### config.mk
export PLATFORM = sky130hd
export DESIGN_NAME = hazard_ctrl_flat
export DESIGN_NICKNAME = d
export VERILOG_FILES = /design/src/rtl/hazard_ctrl_pkg.sv /design/src/rtl/hazard_ctrl_if.sv /design/src/rtl/hazard_ctrl_stage_meta_reg.sv /design/src/rtl/hazard_ctrl.sv /design/src/flat_wrapper.sv
export SDC_FILE = /design/constraint.sdc
export NUM_CORES = 1
export LEC_CHECK = 0
export ABC_AREA = 0
export CAP_MARGIN = 25
export CORE_MARGIN = 4
export CORE_UTILIZATION = 40
export CTS_BUF_LIST = sky130_fd_sc_hd__clkbuf_2
export DETAILED_ROUTE_END_ITERATION = 10
export PLACE_DENSITY_LB_ADDON = 0.15
export SYNTH_ARGS = -nofsm -noshare
export SYNTH_HDL_FRONTEND = slang
export SYNTH_HIERARCHICAL = 1
export SYNTH_SLANG_ARGS = --single-unit
### constraint.sdc
create_clock -name clk -period 3.1 [get_ports clk]
set_input_delay 0.93 -clock clk [delete_from_list [all_inputs] [get_ports clk]]
set_output_delay 0.93 -clock clk [all_outputs]
set_load 0.01 [all_outputs]
### src/rtl/hazard_ctrl_pkg.sv
// Shared types and helpers for the RV32 hazard/forwarding controller.
// Metadata rd fields are REG_W bits wide; keep REG_ADDR_W <= REG_W.
package hazard_ctrl_pkg;

    localparam int REG_W = 5;

    typedef enum logic [1:0] {
        FWD_NONE = 2'b00,
        FWD_W    = 2'b01,
        FWD_M    = 2'b10
    } fwd_sel_t;

    typedef struct packed {
        logic             valid;
        logic [REG_W-1:0] rd;
        logic             regWrite;
        logic             load;
        logic             mem;
    } stage_meta_t;

    localparam logic [0:0] MEM_IDLE = 1'b0;
    localparam logic [0:0] MEM_WAIT = 1'b1;

    // x0 is hardwired, so a write to it can never be a producer.
    function automatic logic hazMatch(stage_meta_t s, logic [REG_W-1:0] rs, logic useRs);
        return s.valid & s.regWrite & (s.rd != '0) & (s.rd == rs) & useRs;
    endfunction

    // M is the younger producer, so it wins over W.
    function automatic fwd_sel_t fwdSel(stage_meta_t mS, stage_meta_t wS,
                                        logic [REG_W-1:0] rs, logic useRs);
        if (hazMatch(mS, rs, useRs)) return FWD_M;
        if (hazMatch(wS, rs, useRs)) return FWD_W;
        return FWD_NONE;
    endfunction

endpackage

### src/rtl/hazard_ctrl_if.sv
// Decode-side request and pipeline-control response bundle of the hazard controller.
interface hazard_ctrl_if #(
    parameter int REG_ADDR_W = 5,
    parameter int CNT_W      = 16
);
    logic                  validD;
    logic [REG_ADDR_W-1:0] rs1D;
    logic [REG_ADDR_W-1:0] rs2D;
    logic                  useRs1D;
    logic                  useRs2D;
    logic [REG_ADDR_W-1:0] rdD;
    logic                  regWriteD;
    logic                  loadD;
    logic                  memD;
    logic                  redirectE;

    logic                  stallF;
    logic                  stallD;
    logic                  flushD;
    logic                  flushE;
    logic                  freeze;
    logic [1:0]            fwdAE;
    logic [1:0]            fwdBE;
    logic [CNT_W-1:0]      stallCnt;
    logic [CNT_W-1:0]      flushCnt;

    modport master (
        output validD, rs1D, rs2D, useRs1D, useRs2D, rdD, regWriteD, loadD, memD, redirectE,
        input  stallF, stallD, flushD, flushE, freeze, fwdAE, fwdBE, stallCnt, flushCnt
    );

    modport slave (
        input  validD, rs1D, rs2D, useRs1D, useRs2D, rdD, regWriteD, loadD, memD, redirectE,
        output stallF, stallD, flushD, flushE, freeze, fwdAE, fwdBE, stallCnt, flushCnt
    );
endinterface

### src/rtl/hazard_ctrl_stage_meta_reg.sv
// One pipeline stage of destination metadata with hold (priority) and bubble controls.
module stage_meta_reg
    import hazard_ctrl_pkg::*;
(
    input  logic        clk,
    input  logic        rst_n,
    input  logic        hold,
    input  logic        bubble,
    input  stage_meta_t din,
    output stage_meta_t q
);

    always_ff @(posedge clk or negedge rst_n) begin
        if (!rst_n)
            q <= '0;
        else if (!hold)
            q <= bubble ? '0 : din;
    end

endmodule

### src/rtl/hazard_ctrl.sv
// Hazard/forwarding controller for the 5-stage RV32 pipe: stalls, flushes,
// operand-forward selects, memory-wait freeze and saturating perf counters.
module hazard_ctrl
    import hazard_ctrl_pkg::*;
#(
    parameter int REG_ADDR_W  = 5,
    parameter int FORWARD     = 1,
    parameter int WRITE_FIRST = 1,
    parameter int MEM_LAT     = 1,
    parameter int CNT_W       = 16
) (
    input  logic         clk,
    input  logic         rst_n,
    hazard_ctrl_if.slave hz
);

    localparam int LAT_W = (MEM_LAT > 1) ? $clog2(MEM_LAT) : 1;

    stage_meta_t [2:0]     meta;     // 0:E 1:M 2:W
    stage_meta_t [2:0]     metaIn;
    logic        [2:0]     bubble;
    logic [REG_ADDR_W-1:0] rdDIdx;
    logic [REG_W-1:0]      rs1D, rs2D, rs1E, rs2E;
    logic                  useRs1E, useRs2E;
    logic                  freeze, hazStall, redirect, memEnter, stallD, flush;
    logic                  hitE, hitM, hitW;
    logic [0:0]            memState;
    logic [LAT_W-1:0]      waitCnt;
    logic                  unusedMeta;

    assign rdDIdx   = hz.rdD;
    assign rs1D     = REG_W'(hz.rs1D);
    assign rs2D     = REG_W'(hz.rs2D);
    assign redirect = hz.redirectE;

    assign metaIn[0] = '{valid: hz.validD, rd: REG_W'(rdDIdx), regWrite: hz.regWriteD,
                         load: hz.loadD, mem: hz.memD};
    assign bubble    = {2'b00, redirect | hazStall};

    for (genvar i = 0; i < 3; i++) begin : gStage
        if (i > 0) begin : gLink
            assign metaIn[i] = meta[i-1];
        end
        stage_meta_reg uReg (
            .clk    (clk),
            .rst_n  (rst_n),
            .hold   (freeze),
            .bubble (bubble[i]),
            .din    (metaIn[i]),
            .q      (meta[i])
        );
    end

    // E also keeps its source operands so forwarding can be selected in E.
    always_ff @(posedge clk or negedge rst_n) begin
        if (!rst_n) begin
            rs1E <= '0; rs2E <= '0; useRs1E <= 1'b0; useRs2E <= 1'b0;
        end else if (!freeze) begin
            if (bubble[0]) begin
                rs1E <= '0; rs2E <= '0; useRs1E <= 1'b0; useRs2E <= 1'b0;
            end else begin
                rs1E <= rs1D; rs2E <= rs2D; useRs1E <= hz.useRs1D; useRs2E <= hz.useRs2D;
            end
        end
    end

    assign hitE = hazMatch(meta[0], rs1D, hz.useRs1D) | hazMatch(meta[0], rs2D, hz.useRs2D);
    assign hitM = hazMatch(meta[1], rs1D, hz.useRs1D) | hazMatch(meta[1], rs2D, hz.useRs2D);
    assign hitW = hazMatch(meta[2], rs1D, hz.useRs1D) | hazMatch(meta[2], rs2D, hz.useRs2D);

    // With forwarding only a load in E cannot be bypassed in time.
    assign hazStall = (FORWARD != 0) ? (hitE & meta[0].load)
                                     : (hitE | hitM | ((WRITE_FIRST == 0) & hitW));

    assign freeze   = (memState == MEM_WAIT) && (waitCnt != '0);
    assign memEnter = (MEM_LAT > 1) && !freeze && meta[0].valid && meta[0].mem;

    always_ff @(posedge clk or negedge rst_n) begin
        if (!rst_n) begin
            memState <= MEM_IDLE;
            waitCnt  <= '0;
        end else if (freeze) begin
            waitCnt  <= waitCnt - 1'b1;
        end else if (memEnter) begin
            memState <= MEM_WAIT;
            waitCnt  <= LAT_W'(MEM_LAT - 1);
        end else begin
            memState <= MEM_IDLE;
        end
    end

    assign stallD = freeze | (hazStall & !redirect);
    assign flush  = redirect & !freeze & rst_n;

    assign hz.stallD = stallD;
    assign hz.stallF = stallD;
    assign hz.flushD = flush;
    assign hz.flushE = flush;
    assign hz.freeze = freeze;
    assign hz.fwdAE  = (FORWARD != 0) ? fwdSel(meta[1], meta[2], rs1E, useRs1E) : FWD_NONE;
    assign hz.fwdBE  = (FORWARD != 0) ? fwdSel(meta[1], meta[2], rs2E, useRs2E) : FWD_NONE;

    always_ff @(posedge clk or negedge rst_n) begin
        if (!rst_n) begin
            hz.stallCnt <= '0;
            hz.flushCnt <= '0;
        end else begin
            if (stallD && hz.stallCnt != '1) hz.stallCnt <= hz.stallCnt + 1'b1;
            if (flush && hz.flushCnt != '1)  hz.flushCnt <= hz.flushCnt + 1'b1;
        end
    end

    assign unusedMeta = ^{meta[1].load, meta[1].mem, meta[2].load, meta[2].mem};

endmodule
### src/flat_wrapper.sv
// flat-port wrapper written by rule: the top's interface ports become plain ports
module hazard_ctrl_flat import hazard_ctrl_pkg::*;
#(
    parameter int REG_ADDR_W  = 5,
    parameter int FORWARD     = 1,
    parameter int WRITE_FIRST = 1,
    parameter int MEM_LAT     = 1,
    parameter int CNT_W       = 16
)
  (clk, rst_n, hz_validD, hz_rs1D, hz_rs2D, hz_useRs1D, hz_useRs2D, hz_rdD, hz_regWriteD, hz_loadD, hz_memD, hz_redirectE, hz_stallF, hz_stallD, hz_flushD, hz_flushE, hz_freeze, hz_fwdAE, hz_fwdBE, hz_stallCnt, hz_flushCnt);
  hazard_ctrl_if #(.REG_ADDR_W(REG_ADDR_W), .CNT_W(CNT_W)) hz_i ();
  input  logic clk;
  input  logic rst_n;
  input wire logic [$bits(hz_i.validD)-1:0] hz_validD;
  input wire logic [$bits(hz_i.rs1D)-1:0] hz_rs1D;
  input wire logic [$bits(hz_i.rs2D)-1:0] hz_rs2D;
  input wire logic [$bits(hz_i.useRs1D)-1:0] hz_useRs1D;
  input wire logic [$bits(hz_i.useRs2D)-1:0] hz_useRs2D;
  input wire logic [$bits(hz_i.rdD)-1:0] hz_rdD;
  input wire logic [$bits(hz_i.regWriteD)-1:0] hz_regWriteD;
  input wire logic [$bits(hz_i.loadD)-1:0] hz_loadD;
  input wire logic [$bits(hz_i.memD)-1:0] hz_memD;
  input wire logic [$bits(hz_i.redirectE)-1:0] hz_redirectE;
  output wire logic [$bits(hz_i.stallF)-1:0] hz_stallF;
  output wire logic [$bits(hz_i.stallD)-1:0] hz_stallD;
  output wire logic [$bits(hz_i.flushD)-1:0] hz_flushD;
  output wire logic [$bits(hz_i.flushE)-1:0] hz_flushE;
  output wire logic [$bits(hz_i.freeze)-1:0] hz_freeze;
  output wire logic [$bits(hz_i.fwdAE)-1:0] hz_fwdAE;
  output wire logic [$bits(hz_i.fwdBE)-1:0] hz_fwdBE;
  output wire logic [$bits(hz_i.stallCnt)-1:0] hz_stallCnt;
  output wire logic [$bits(hz_i.flushCnt)-1:0] hz_flushCnt;
  assign hz_i.validD = hz_validD;
  assign hz_i.rs1D = hz_rs1D;
  assign hz_i.rs2D = hz_rs2D;
  assign hz_i.useRs1D = hz_useRs1D;
  assign hz_i.useRs2D = hz_useRs2D;
  assign hz_i.rdD = hz_rdD;
  assign hz_i.regWriteD = hz_regWriteD;
  assign hz_i.loadD = hz_loadD;
  assign hz_i.memD = hz_memD;
  assign hz_i.redirectE = hz_redirectE;
  assign hz_stallF = hz_i.stallF;
  assign hz_stallD = hz_i.stallD;
  assign hz_flushD = hz_i.flushD;
  assign hz_flushE = hz_i.flushE;
  assign hz_freeze = hz_i.freeze;
  assign hz_fwdAE = hz_i.fwdAE;
  assign hz_fwdBE = hz_i.fwdBE;
  assign hz_stallCnt = hz_i.stallCnt;
  assign hz_flushCnt = hz_i.flushCnt;
  hazard_ctrl #(.REG_ADDR_W(REG_ADDR_W), .FORWARD(FORWARD), .WRITE_FIRST(WRITE_FIRST), .MEM_LAT(MEM_LAT), .CNT_W(CNT_W)) u_core (.clk(clk), .rst_n(rst_n), .hz(hz_i));
endmodule
-- Word-level counts from Yosys, hierarchy flattened
Index checks and enable logic that the tools add are counted.
- input port bits: 24
- flip-flop bits (word level): 66
- word-level logic and storage cells: 74
- output and inout port bits: 41
- equal/unequal tests: 8
- muxes and demuxes: 19
- bitwise gates (word level): 23
- add/subtract/negate cells: 2
- reduce and logical (&&, ||, !) cells: 6
- operators by type and width (cell ; number):
    $add 16x1->16 const B ; 2
    $ne 16x16->1 const B ; 2
    $eq 5x5->1 ; 6
    $and 1x1->1 ; 21
    $mux 2 ; 8
    $reduce_bool 5->1 ; 3
    $mux 5 ; 2
    $mux 9 ; 1
    $mux 1 ; 8
    $logic_and 1x1->1 ; 2
    $or 1x1->1 ; 2
    $logic_not 1->1 ; 1

-- Depth between registers and ports, before layout
- depth after elaboration: 8
- gate-level depth with buffers: 8
- depth with buffers taken out: 7

-- By module
The synthesis kept the hierarchy.
- modules (own cells, without submodules) (module ; times used ; cells each ; area each (um2) ; seq. area each (um2)):
    hazard_ctrl ; 1 ; 230 ; 2368.5 ; 1101.1
    stage_meta_reg ; 3 ; 37 ; 400.4 ; 225.2

-- Least setup slack after synthesis
No wires, ideal clock.
- path type: input-to-output
- from: in hz_rs2D[1]
- to: out hz_stallF
- data required time: 2.170 ns
- stages on the path: 6
- buffers on the path: 2
- path slack: 0.016 ns
- data arrival time: 2.154 ns
- cell sequence: xnor2_1 -> nand4_1 -> o22ai_2 -> buf_2 -> nor2b_1 -> buf_4
- longest elaborated chain between the ends: 6
- ends and longest elaborated chain (element ; line ; text):
    start, declared ; flat_wrapper.sv:16 ; input wire logic [$bits(hz_i.rs2D)-1:0] hz_rs2D;
    $eq 5x5->1 ; hazard_ctrl_pkg.sv:26 ; return s.valid & s.regWrite & (s.rd != '0) & (s.rd == rs) & useRs;
    $and 1x1->1 (2 in series) ; hazard_ctrl_pkg.sv:26 ;
    $or 1x1->1 ; hazard_ctrl.sv:67 ; assign hitE = hazMatch(meta[0], rs1D, hz.useRs1D) | hazMatch(meta[0], rs2D, hz.useRs2D);
    $and 1x1->1 ; hazard_ctrl.sv:72 ; assign hazStall = (FORWARD != 0) ? (hitE & meta[0].load)
    $and 1x1->1 ; hazard_ctrl.sv:92 ; assign stallD = freeze | (hazStall & !redirect);
    end, declared ; flat_wrapper.sv:24 ; output wire logic [$bits(hz_i.stallF)-1:0] hz_stallF;
No other way between the ends.

-- Worst setup path after layout
- from: reg u_core/gStage[1].uReg/q[6] (netlist bit)
- to: out hz_fwdAE[0]
- longest elaborated chain between the ends: 6
- ends and longest elaborated chain (element ; line ; text):
    start, declared ; hazard_ctrl_stage_meta_reg.sv:10 ; output stage_meta_t q
    start signal, assigned ; hazard_ctrl_stage_meta_reg.sv:17 ; q <= bubble ? '0 : din;
    $reduce_bool 5->1 ; - ;
    $and 1x1->1 ; hazard_ctrl_pkg.sv:26 ;
    $and 1x1->1 * (2 in series) ; hazard_ctrl_pkg.sv:26 ;
    $mux 1 * ; hazard_ctrl_pkg.sv:32 ; if (hazMatch(mS, rs, useRs)) return FWD_M;
    $mux 2 * ; hazard_ctrl_pkg.sv:33 ; if (hazMatch(wS, rs, useRs)) return FWD_W;
    end, declared ; flat_wrapper.sv:29 ; output wire logic [$bits(hz_i.fwdAE)-1:0] hz_fwdAE;
Mark *: on every way between the ends. The rest lies on a longest branch, timed or not.

==> results.py <==
metrics = {
    "layout": {
        "fin_area_um2": 4240,
        "area_growth_pct": 26.0,
        "fin_nets": 440,
        "multiInputGateArea_um2": 1660,
        "fin_util_pct": 51.7,
        "layout-drive-gt1-share_pct": 12.6,
        "seq_area_um2": 1650,
        "fillers": 795,
    },
    "routing": {
        "routed_wl_um": 7390,
        "dr.pass1.iters": 4,
        "num_vias": 2540,
        "antenna_left": 0,
        "viasPerCell": 4.83,
        "wl_per_cell_um": 14.0,
        "drtIter0Drc": 104,
        "drc": 0,
    },
    "grt": {
        "grt_pass1_vias": 2515,
        "grt_first_pass_wirelength_um": 12200,
        "grt-ovfl-total": 0,
        "antenna_found_initial": 2,
        "grt_max_degree": 67,
        "track_usage_pct": 15.4,
    },
    "status": {
        "status": "complete, no violations",
    },
    "power": {
        "p_sw_share_pct": 29.9,
        "power_frac_comb_pct": 18.6,
        "pwr-share-seq_pct": 58.1,
        "ir_worst_vdd_mv": 0.330,
        "p_int_mw": 1.22,
        "power.leakage_nw": 1.86,
        "switchingPower_mw": 0.519,
        "p_per_area_nw_per_um2": 409,
        "pwr-share-clk_pct": 23.3,
    },
    "setup_path": {
        "crit_type": "register to output port",
        "arrival_ps": 2100,
        "critPathCaptureType": "output port",
        "cp_data_required_time_ps": 2170,
        "cp-start-kind": "register",
        "r2r_slack_ps": 1040,
        "path_max_fanout": 2,
    },
    "cts": {
        "h-tree-depth": 3,
        "cts-root-buf": "clkbuf_2",
        "clkSlewWorstSetupHoldPaths_ps": 170,
        "numCtsBuffers": 9,
        "cts_sinks": 66,
        "cts_buffer_depth": 2,
        "tritoncts": "yes",
        "clock_latency_ps": 470,
    },
    "die": {
        "start_util_pct": 41.0,
        "die_w_um": 99.8,
        "die_h_um": 99.8,
        "coreArea_um2": 8220,
        "die_area_um2": 9960,
        "row_count": 33,
        "io_pins": 65,
    },
    "logic_synthesis": {
        "ys_warn_count": 6,
        "syn_avg_cell_area_um2": 10.5,
        "syn_inst": 321,
        "syn_area_um2": 3370,
    },
    "timing": {
        "fin_crit_ps": 3030,
        "maxSlewHeadroom_pct": 44.8,
        "setup_viol": 0,
        "rsz0062_at_grt": "true",
        "final.period_utilization_pct": 97.7,
        "worstMarginPinSlew_ps": 827,
        "hold_viol": 0,
        "clock_skew_ps": 22.1,
        "fmaxAchievable_mhz": 330,
        "setup_tns_ps": 0,
        "final_max_slew_viol_count": 0,
    },
    "placed_design": {
        "portBuffers": 62,
        "placed_area_um2": 4130,
        "dp_hpwl_um": 5490,
        "gp_congestion": 0.906,
    },
    "run": {
        "max_cap_viol_count": 0,
    },
    "worst_hold_path": {
        "hp-class": "register to register",
    },
}
## cell type report
class / instances / area share, %
Sequential cell: 66 / 38.9
Timing Repair Buffer: 76 / 16.5
Clock inverter: 4 / 0.442
Inverter: 6 / 0.531
Clock buffer: 12 / 1.42
Multi-Input combinational cell: 255 / 39.0
Tap cell: 105 / 3.10
Antenna cell: 2 / 0.118
## layout by cell type, fill, tap and decap left out, types with 9 or more instances in the layout
cell type and n:
and2_1 13, buf_4 14, clkbuf_2 12, clkdlybuf4s50_1 43
conb_1 18, dfrtp_1 66, dlygate4sd2_1 13, nand2_1 39
nand2b_1 19, nand3_1 9, nand4_1 20, nor2_1 14
o21ai_0 10, o21ai_2 9, xnor2_1 44, xor2_1 15
## worst paths after layout
kind | start | endpoint | cells after the start
max | u_core/gStage[1].uReg/q[6] | hz_fwdAE[0] | 6
min | u_core/hz.stallCnt[11] | u_core/hz.stallCnt[11] | 1
max reg2reg | u_core/gStage[0].uReg/q[4] | u_core/hz.stallCnt[1] | 6
min reg2reg | u_core/hz.stallCnt[11] | u_core/hz.stallCnt[11] | 1
max in group asynchronous | rst_n | u_core/gStage[0].uReg/q[2] | 2
min in group asynchronous | rst_n | u_core/rs1E[1] | 2
## per-stage QoR
step | setup WS (ps) | hold slack [ps] | std cells | power [mW]
after floorplan | 16.5 | 520 | 338 | 1.19
after global placement | -568 | 479 | 505 | 1.34
after detailed placement | -568 | 484 | 505 | 1.35
after CTS | -41.5 | 514 | 523 | 1.76
after global routing | -171 | 539 | 526 | 1.85
final | 70.6 | 505 | 526 | 1.73
## worst max-delay path, stage by stage (launching register included)
cell and delay [ps]:
dfrtp_1 410, or4_1 510, o211ai_1 230, buf_4 150
nor3_2 40, nor3_2 150, buf_2 150
## per-layer routing
metal | share of wire, % | wire length [µm] | vias up | GRT usage, %
met4 | 0.83 | 61 | 0 | 3.99
met2 | 47 | 3500 | 68 | 23.2
met3 | 5.9 | 433 | 6 | 5.63
met1 | 46 | 3390 | 1195 | 21.1
li1 | - | - | 1271 | -
met5 | 0 | 0 | - | 0
## repair_timing
action | in CTS | in global routing
endpoints found under the hold margin | 0 | 0
endpoints found under the setup margin | 8 | 6
buffers inserted | 2 | 1
hold buffers | 0 | 0
pin swaps | 5 | 6
gates cloned | 0 | 0
resized for setup | 30 | 5
## flip-flops by register name (all words and copies together) (netlist names)
register and cells:
u_core/useRs1E 1, u_core/hz.flushCnt 16, u_core/hz.stallCnt 16, u_core/gStage.uReg/q 22, u_core/rs1E 5, u_core/useRs2E 1, u_core/rs2E 5
## power groups by stage
stage / clock network (mW) / registers [mW] / logic (mW)
2_1_floorplan: 0 / 1.02 / 0.165
3_3_place_gp: 0 / 1.02 / 0.322
3_5_place_dp: 0 / 1.02 / 0.328
4_1_cts: 0.426 / 1.01 / 0.324
5_1_grt: 0.467 / 1.02 / 0.358
6_report: 0.404 / 1.01 / 0.323
Power figures use the tool's default switching activity.
